**config.mk**
```make
export PLATFORM = sky130hd
export DESIGN_NAME = pipe_stage_reg
export DESIGN_NICKNAME = d
export VERILOG_FILES = /design/src/rtl/clairisc_pkg.sv /design/src/rtl/pipe_skid_buf.sv /design/src/rtl/pipe_stage_reg.sv
export SDC_FILE = /design/constraint.sdc
export NUM_CORES = 1
export LEC_CHECK = 0
export ABC_AREA = 1
export CORE_ASPECT_RATIO = 1.1
export CORE_MARGIN = 4
export CORE_UTILIZATION = 39
export CTS_CLUSTER_SIZE = 8
export DETAILED_ROUTE_END_ITERATION = 6
export PLACE_DENSITY_LB_ADDON = 0.25
export SLEW_MARGIN = 5
export SYNTH_ARGS = -nofsm -noshare
export SYNTH_HDL_FRONTEND = slang
export SYNTH_SLANG_ARGS = --single-unit
```
**constraint.sdc**
```tcl
create_clock -name clk -period 1.15 [get_ports clk]
set_clock_uncertainty 0.05 [all_clocks]
set_input_delay 0.345 -clock clk [delete_from_list [all_inputs] [get_ports clk]]
set_output_delay 0.345 -clock clk [all_outputs]
set_load 0.01 [all_outputs]
```
**src/rtl/clairisc_pkg.sv**
```systemverilog
// Shared constants and types for clairisc pipeline stage registers.
package clairisc_pkg;

  // Payload widths of the inter-stage registers.
  localparam int PL_FD_W = 64;   // fetch/decode: pc + instr
  localparam int PL_DE_W = 112;  // decode/execute
  localparam int PL_EW_W = 72;   // execute/writeback

  localparam int STALL_CNT_W = 8;

  typedef enum logic [1:0] {
    EMPTY = 2'd0,
    FULL  = 2'd1,
    SKID  = 2'd2
  } flow_state_e;

endpackage

```
**src/rtl/pipe_skid_buf.sv**
```systemverilog
// Single-entry holding register with load, drain and synchronous clear.
module pipe_skid_buf #(
  parameter int W = 8
) (
  input  logic         clk_i,
  input  logic         rst_ni,
  input  logic         clr_i,
  input  logic         load_i,
  input  logic         drain_i,
  input  logic [W-1:0] data_i,
  output logic         vld_o,
  output logic [W-1:0] data_o
);

  logic         vld_q;
  logic [W-1:0] data_q;

  always_ff @(posedge clk_i or negedge rst_ni) begin
    if (!rst_ni) begin
      vld_q  <= 1'b0;
      data_q <= '0;
    end else if (clr_i) begin
      vld_q  <= 1'b0;
    end else if (load_i) begin
      vld_q  <= 1'b1;
      data_q <= data_i;
    end else if (drain_i) begin
      vld_q  <= 1'b0;
    end
  end

  assign vld_o  = vld_q;
  assign data_o = data_q;

endmodule

```
**src/rtl/pipe_stage_reg.sv**
```systemverilog
// Generic valid/ready pipeline stage register with flush, stall and stall counter.
// Define PIPE_SKID_EN to add a one-entry skid buffer and a registered in_ready.
module pipe_stage_reg import clairisc_pkg::*; #(
  parameter int             W       = 8,
  parameter logic [W-1:0]   RST_VAL = '0,
  parameter int             CNT_W   = STALL_CNT_W
) (
  input  logic             clk,
  input  logic             rst_n,
  input  logic             clr,
  input  logic             cls,
  input  logic             in_valid,
  input  logic [W-1:0]     in_data,
  output logic             in_ready,
  output logic             out_valid,
  output logic [W-1:0]     out_data,
  input  logic             out_ready,
  output logic [CNT_W-1:0] stall_cnt
);

  logic             vld_q, vld_d;
  logic [W-1:0]     data_q, data_d;
  logic [CNT_W-1:0] cnt_q, cnt_d;
  logic             adv;

  assign adv = !cls && (!vld_q || out_ready);

`ifdef PIPE_SKID_EN
  logic         in_xfer;
  logic         sk_vld;
  logic [W-1:0] sk_data;

  assign in_xfer = in_valid && in_ready;

  // Anything accepted while the main register cannot advance parks in the skid.
  pipe_skid_buf #(.W(W)) u_skid (
    .clk_i   (clk),
    .rst_ni  (rst_n),
    .clr_i   (clr),
    .load_i  (in_xfer && !adv),
    .drain_i (adv && sk_vld),
    .data_i  (in_data),
    .vld_o   (sk_vld),
    .data_o  (sk_data)
  );

  // Depends only on state registers (and reset), never on this cycle's cls/clr/out_ready.
  assign in_ready = rst_n && !sk_vld;

  always_comb begin
    vld_d  = vld_q;
    data_d = data_q;
    if (clr) begin
      vld_d  = 1'b0;
      data_d = RST_VAL;
    end else if (adv) begin
      if (sk_vld) begin
        vld_d  = 1'b1;
        data_d = sk_data;
      end else begin
        vld_d = in_xfer;
        if (in_xfer) data_d = in_data;
      end
    end
  end
`else
  assign in_ready = rst_n && !clr && adv;

  always_comb begin
    vld_d  = vld_q;
    data_d = data_q;
    if (clr) begin
      vld_d  = 1'b0;
      data_d = RST_VAL;
    end else if (adv) begin
      vld_d = in_valid;
      if (in_valid) data_d = in_data;
    end
  end
`endif

  always_comb begin
    cnt_d = cnt_q;
    if (vld_q && (cls || !out_ready) && !clr && (cnt_q != {CNT_W{1'b1}}))
      cnt_d = cnt_q + CNT_W'(1);
  end

  always_ff @(posedge clk or negedge rst_n) begin
    if (!rst_n) begin
      vld_q  <= 1'b0;
      data_q <= RST_VAL;
      cnt_q  <= '0;
    end else begin
      vld_q  <= vld_d;
      data_q <= data_d;
      cnt_q  <= cnt_d;
    end
  end

  assign out_valid = vld_q;
  assign out_data  = data_q;
  assign stall_cnt = cnt_q;

endmodule
```
======== Word level (Yosys, flattened, before mapping) ========
Cells that the tools add are included.
storage, ports and cells
  output and inout bits ................... 18
  input port bits ......................... 14
  flip-flop bits (word level) ............. 17
operators by class
  equal/unequal tests ..................... 1
  reductions and logical operators ........ 15
  muxes and demuxes ....................... 5
  add/sub/neg operators ................... 1
operator list
  cell                   count
  $mux W8                3
  $add A8 B1 Y8 const B  1
  $ne A8 B8 Y1 const B   1
  $logic_and A1 B1 Y1    6
  $logic_not A1 Y1       4
  $reduce_bool A2 Y1     2
  $logic_or A1 B1 Y1     2
  $mux W1                2
  $reduce_and A2 Y1      1

======== Logic depth before layout (Yosys ltp) ========
Gate-level depths: netlist of run 1.
  depth in word-level cells ............... 5
  gate-level depth with buffers ........... 8

======== Worst setup path before layout of run 1 ========
Ideal clock, no wire load.
  kind .................................... reg-to-reg
  start ................................... register cnt_q[0], in the netlist stall_cnt[0]
  end ..................................... register cnt_q[3], in the netlist stall_cnt[3]
  period minus slack after synthesis ...... 1.287 ns
  stages on the path, launching flop included .. 7
  arrival time ............................ 1.172 ns
  path slack .............................. -0.137 ns
  cell sequence ........................... dfrtp_1 -> ha_1 -> nand2_2 -> nor2_4 -> a21oi_2 -> nand2_1 -> nand2_1
on the way
  longest elaborated chain between the ends .. 2
  elaborated cells on any way between the ends .. 3
  classes of those cells .................. 1 x add/sub; 1 x eq/ne; 1 x reduce/logical
ends and longest elaborated chain
  element                                                line                  source
  start: declaration                                     pipe_stage_reg.sv:23  logic [CNT_W-1:0] cnt_q, cnt_d;
  start signal: assignment                               pipe_stage_reg.sv:96  cnt_q <= cnt_d;
  branches (longest 2 deep; another with $add A8 B1 Y8)  --
Parallel ways; which one is timed is not known.
A chain may end at the register's enable or synchronous reset.

======== Final worst setup path of run 1 ========
  start ................................... register vld_q, in the netlist out_valid
  end ..................................... output port in_ready
on the way
  longest elaborated chain between the ends .. 4
ends and longest elaborated chain
  element                   line                  source
  start: declaration        pipe_stage_reg.sv:21  logic vld_q, vld_d;
  start signal: assignment  pipe_stage_reg.sv:94  vld_q <= vld_d;
  $logic_not A1 Y1          pipe_stage_reg.sv:26  assign adv = !cls && (!vld_q || out_ready);
  $logic_or A1 B1 Y1        pipe_stage_reg.sv:26
  $logic_and A1 B1 Y1       pipe_stage_reg.sv:26
  $logic_and A1 B1 Y1       pipe_stage_reg.sv:67  assign in_ready = rst_n && !clr && adv;
  end: declaration          pipe_stage_reg.sv:14  output logic in_ready,
Every way passes these cells.

==> metrics, run 1 <==
slew margin rel. 0.851; drt via density between 4 and 5; static leakage between 0.0008 and 0.0009 uW; clk buf depth 2; antenna violations before repair 0; die area a little over 3000 um^2; Pins Over Slew Limit 0; P per Cell Area 1250 nW/um^2; syn_area_per_cell a little over 8 um^2; number of global-route vias before repair 873; Final Hold Vio Count 0; Post-DP HPWL around 1.6 mm; syn nets 122; post-synth cell types 19; # port buffers 31; H-Tree Depth 1; Mapped Area ~900 um^2; failing checks setup timing; P&R area growth vs syn 71.5%; CORE AREA about 2100 um^2; WS Path Type reg -> out; gr usage total 0.159; Clock Tree Root clkbuf_4; Final Critical Period 1.50 ns; startpoint types flip-flop; final core utilization 0.723; Reg area roughly 430 um^2; first-pass GRT wire length 3.71 mm; GP Congestion about 0.78; drt wl/cell approximately 12 um; die boundary height between 50 and 60 um; Die W 53.3 um; critical-path maximum fanout 2; Critical Path RT between 0.7 and 0.8 ns; grt ovf 0; Sink Count 17; DP Worst Slack -0.933 ns; total of warnings raised by yosys 0; Starting Density 0.421; Layout Nets between 150 and 200; outcome finished, violations left; pin count of the biggest net entering global routing 18; Post-Route WL roughly 2.3 mm; diodes inserted 0; clock latency on the worst-skew pair approximately 0.29 ns; number of fill cells around 160; unrepaired setup endpoints after global routing yes; Cell Rows 17; CTS tree built; Synth Register Bits 17; setup slack, reg-to-reg -0.16 ns; Antenna Nets Post-Route 0; Pre-antenna DRT Iters 4; Tightest Pin Transition ~0.22 ns; count of final setup violators 26; multi-input combinational cell area 473 um^2; DRC 0; max cap viols 0; Setup crit end kind primary output; Seq/Total Area, Yosys 0.484; hold-fix buffers at CTS 0; num ports 32; share of cells above drive strength 1 0.468; worst min-delay path class in -> async; worst-case hold slack between 0.1 and 0.15 ns; worst path arrival time 1.11 ns; Total Power around 1900 uW; CTS Buf Count 3; Worst-path clk slew roughly 0.10 ns; fin crit share 1.31; Post-Synthesis Cells approximately 110; detailed-route via count just over 900; fmax ~670 MHz; final setup margin -0.353 ns; Iteration-0 DRC Markers 5; peak supply drop slightly above 0.0009 V
cell usage after synthesis:
master    number  share of area
nor2_1         5          0.021
nand2_4        1          0.013
dfrtp_1       17           0.48
nand2_2        4          0.028
nor2_2         1         0.0071
xor2_1         2          0.020
nand3b_1       1         0.0086
nand3_2        2          0.023
o21ai_2        2          0.020
nand2_1       33           0.14
nor2_4         2          0.026
a21oi_2        1          0.010
ha_1           1          0.014
o21ai_0        1         0.0057
inv_4          1         0.0071
o21ai_1        8          0.046
xnor2_1        1          0.010
inv_1         15          0.064
nand3_1        9          0.051
final timing paths:
| path | endpoint | cells past startpoint | start |
|---|---|---|---|
| min | stall_cnt[3]$_DFFE_PN0P_ | 2 | rst_n |
| max reg2reg | stall_cnt[5]$_DFFE_PN0P_ | 7 | stall_cnt[0]$_DFFE_PN0P_ |
| max in group asynchronous | stall_cnt[0]$_DFFE_PN0P_ | 2 | rst_n |
| max | in_ready | 4 | out_valid$_DFFE_PN0P_ |
| min in group clk | out_data[7]$_DFFE_PN0P_ | 2 | out_data[7]$_DFFE_PN0P_ |
| min reg2reg | out_data[7]$_DFFE_PN0P_ | 2 | out_data[7]$_DFFE_PN0P_ |
where the power goes:
group / switching, uW / internal, uW
registers: 50.7 / 672
clock network: 190 / 129
logic: 392 / 444
critical path, cell delays in order, from the launching register on:
cell and delay (ns):
dfrtp_1 0.41, o21ai_2 0.13, nand2_1 0.09, nor2_2 0.07, buf_2 0.13
registers in the layout, indices dropped and copies added, names as in the netlist:
register	flops
out_data	8
stall_cnt	8
out_valid	1
logic make-up (layout without fill, tap and decap cells):
group | Yosys count | in the layout | share of synthesized area
adder cells (fa/ha/maj) | 1 | 1 | 0.0142
flip-flops | 17 | 17 | 0.484
XOR/XNOR | 3 | 3 | 0.0299
buffers and inverters | 16 | 80 | 0.0712
AND/OR/NAND/NOR | 58 | 58 | 0.319
AO/OA/AOI/OAI | 12 | 12 | 0.0812
cell type report:
class | instances | area share
Inverter | 16 | 0.0432
Clock buffer | 3 | 0.0150
Multi-Input combinational cell | 74 | 0.314
Sequential cell | 17 | 0.283
Clock inverter | 1 | 0.00332
Timing Repair Buffer | 60 | 0.318
Tap cell | 28 | 0.0233
metrics by stage:
| stage | std cells | setup TNS [ns] | instance area [um^2] |
|---|---|---|---|
| after floorplan | 107 | -0.680 | 895 |
| after global placement | 184 | -11.40 | 1390 |
| after detailed placement | 184 | -12.28 | 1390 |
| after CTS | 192 | -2.75 | 1410 |
| after global routing | 199 | -3.86 | 1510 |
| final | 199 | -2.70 | 1510 |
layer usage:
layer  up-vias  GRT usage  part of all wire
met3         4     0.0283             0.048
met1       435      0.209              0.44
met5         -          0                 0
li1        463          -                 -
met4         0     0.0547             0.015
met2        21      0.259              0.49
placed cells by master, fill, tap and decap left out:
cell             instances
buf_2                   15
clkbuf_4                 3
inv_1                   14
o21ai_2                  6
nor2_2                   1
dfrtp_1                 16
nand3_4                  1
a21oi_4                  1
xnor2_1                  1
inv_4                    2
o21ai_1                  5
clkinv_2                 1
nand3_1                  9
clkdlybuf4s50_1          9
buf_4                   24
buf_12                   1
nor2_4                   4
nand3b_1                 1
ha_4                     1
nand2_1                 27
nor2_1                   3
dfrtp_2                  1
buf_6                    7
nand3_2                  1
xor2_1                   2
nand2_2                  8
nand2_4                  3
dlygate4sd2_1            4
repair_timing:
item	4_1_cts	5_1_grt
gates resized for setup	89	13
pin swaps	19	9
buffers inserted	4	7
endpoints found under the setup margin	35	32
Power figures use the tool's default switching activity.
==> inputs of run 2 (changes only) <==
Settings changed: CORE_UTILIZATION 39 to 41, CTS_BUF_LIST from default to sky130_fd_sc_hd__clkbuf_4 sky130_fd_sc_hd__clkbuf_8.
==> run 2 against run 1 <==
Against the previous run: sequential power is 2% higher; non-clock buffer count shrank 3; first-iteration DRC count grew 140%; the flow still finishes with violations (setup timing); register-to-register slack got worse by 0.03 ns; cell count down 1.0%.
==> metrics, run 2 (synthesis results as in run 1) <==
Pins Over Slew Limit 0; pin count of the biggest net entering global routing 18; grt ovf 0; most common cell after layout, fill and taps aside nand2_1; worst path arrival time ~1.2 ns; Top delay family on crit path flip-flops; DP Worst Slack -0.918 ns; GP Congestion 0.811; P per Cell Area ~1300 nW/um^2; worst min-delay path class in -> async; antenna violations before repair 0; critical-path maximum fanout 2; Layout Nets 185; Die W 52.1 um; Post-DP HPWL 1.59 mm; Max Used Layer met4; Sink Count 17; clk buf depth 2; Slowest cell on crit path dfrtp_1; startpoint types flip-flop; placed insts 181; slew margin rel. 0.775; number of stages on the worst setup path 4; CTS tree built; setup slack, reg-to-reg -0.19 ns; diodes inserted 0; Setup crit end kind primary output; share of cells above drive strength 1 0.456; Post-Route WL 2.50 mm; static leakage slightly above 0.0008 uW; P&R area growth vs syn 70.2%; Final Hold Vio Count 0; Antenna Nets Post-Route 0; detailed-route via count around 940; max cap viols 0; # port buffers 31; hold-fix buffers at CTS 0; Worst-path clk slew ~0.10 ns; H-Tree Depth 1; DRC 0; fin crit share 1.37; drt via density between 4 and 5; Pre-antenna DRT Iters 4; unrepaired setup endpoints after global routing yes; worst-case hold slack ~0.16 ns; peak supply drop about 0.0012 V; R2R depth 7; Critical Path RT roughly 0.75 ns; count of final setup violators 34; drt wl/cell ~13 um; Iteration-0 DRC Markers 12; met3 routed wirelength ~93 um; Finished Layout Cells between 150 and 200; Clock Tree Root clkbuf_4; Cell Rows 17; number of global-route vias before repair 949; CTS Buf Count 3; WL met2 around 1.3 mm; final setup margin -0.425 ns; critical path's largest stage delay ~0.43 ns; Met1 Wirelength about 1.0 mm; outcome finished, violations left; CP Launch Point out_valid$_DFFE_PN0P_; fmax 635 MHz; num ports 32; WS Path Type reg -> out; gr usage total 0.174; Starting Density 0.435; Final Critical Period 1.58 ns; final core utilization 0.740; clock latency on the worst-skew pair roughly 0.29 ns; die area between 2000 and 3000 um^2; CORE AREA slightly above 2000 um^2; crit path buf inv count 1; Tightest Pin Transition around 0.34 ns; critical path, cell by cell o21ai_2 > nand2_1 > nor2_2 > buf_2; die boundary height 56.5 um; RR Startpoint stall_cnt[1]$_DFFE_PN0P_; commonest cells after routing, fill and taps aside nand2_1 (27), buf_4 (20), dfrtp_1 (16), buf_2 (16), inv_1 (13); failing checks setup timing; first-pass GRT wire length 3.82 mm
[run 2: final cells by class]
class,instances,area (um^2)
inverters,16,62.6
flip-flops and latches,17,427
fillers,152,526
clock inverters,1,5.00
repair buffers,57,445
multi-input cells,75,498
clock buffers,3,22.5
well taps,28,35.0
[run 2: layer usage]
| metal | track usage | vias to the layer above |
|---|---|---|
| met5 | 0 | - |
| li1 | - | 459 |
| met1 | 0.194 | 437 |
| met2 | 0.305 | 35 |
| met3 | 0.0265 | 7 |
| met4 | 0.0949 | 0 |
[run 2: where the power goes]
group          internal (uW)  switching, uW
combinational            452            402
sequential               673           65.3
clock                    130            201
total                   1250            668
[run 2: path summary, 6_finish.rpt]
kind	to
worst max-delay path	in_ready
worst min register to register	out_data[2]$_DFFE_PN0P_
worst min-delay path	stall_cnt[2]$_DFFE_PN0P_
max in group asynchronous	stall_cnt[0]$_DFFE_PN0P_
worst max register to register	stall_cnt[1]$_DFFE_PN0P_
min in group clk	out_data[2]$_DFFE_PN0P_
[run 2: metrics by stage]
stage          instance area [um^2]  total power [uW]  TNS [ns]
6_report                       1500              1920     -3.37
5_1_grt                        1500              2040     -5.18
4_1_cts                        1430              1850     -3.07
3_5_place_dp                   1350              1350    -11.77
3_3_place_gp                   1350              1330    -11.28
2_1_floorplan                   895              1000    -0.680
[run 2: repair_timing]
item	4_1_cts	5_1_grt
pin swaps	22	11
cloned	1	0
resized for setup	96	9
setup buffers	9	6
endpoints found under the setup margin	35	33
[run 2: worst reg2reg max path, stage by stage, from the launching register on]
cell and delay (ns):
dfrtp_1 0.41, buf_6 0.13, ha_4 0.16, nand2_4 0.09
nor2_4 0.06, a21oi_4 0.22, nand2_1 0.10, nand2_1 0.06
==> inputs of run 3 (changes only) <==
Settings changed: CORE_UTILIZATION 41 to 39, CTS_BUF_LIST sky130_fd_sc_hd__clkbuf_4 sky130_fd_sc_hd__clkbuf_8 to sky130_fd_sc_hd__clkbuf_4 sky130_fd_sc_hd__clkbuf_8 sky130_fd_sc_hd__clkbuf_16.
==> results of run 3 <==
Final layout, timing and power as in run 1 (identical DEF).
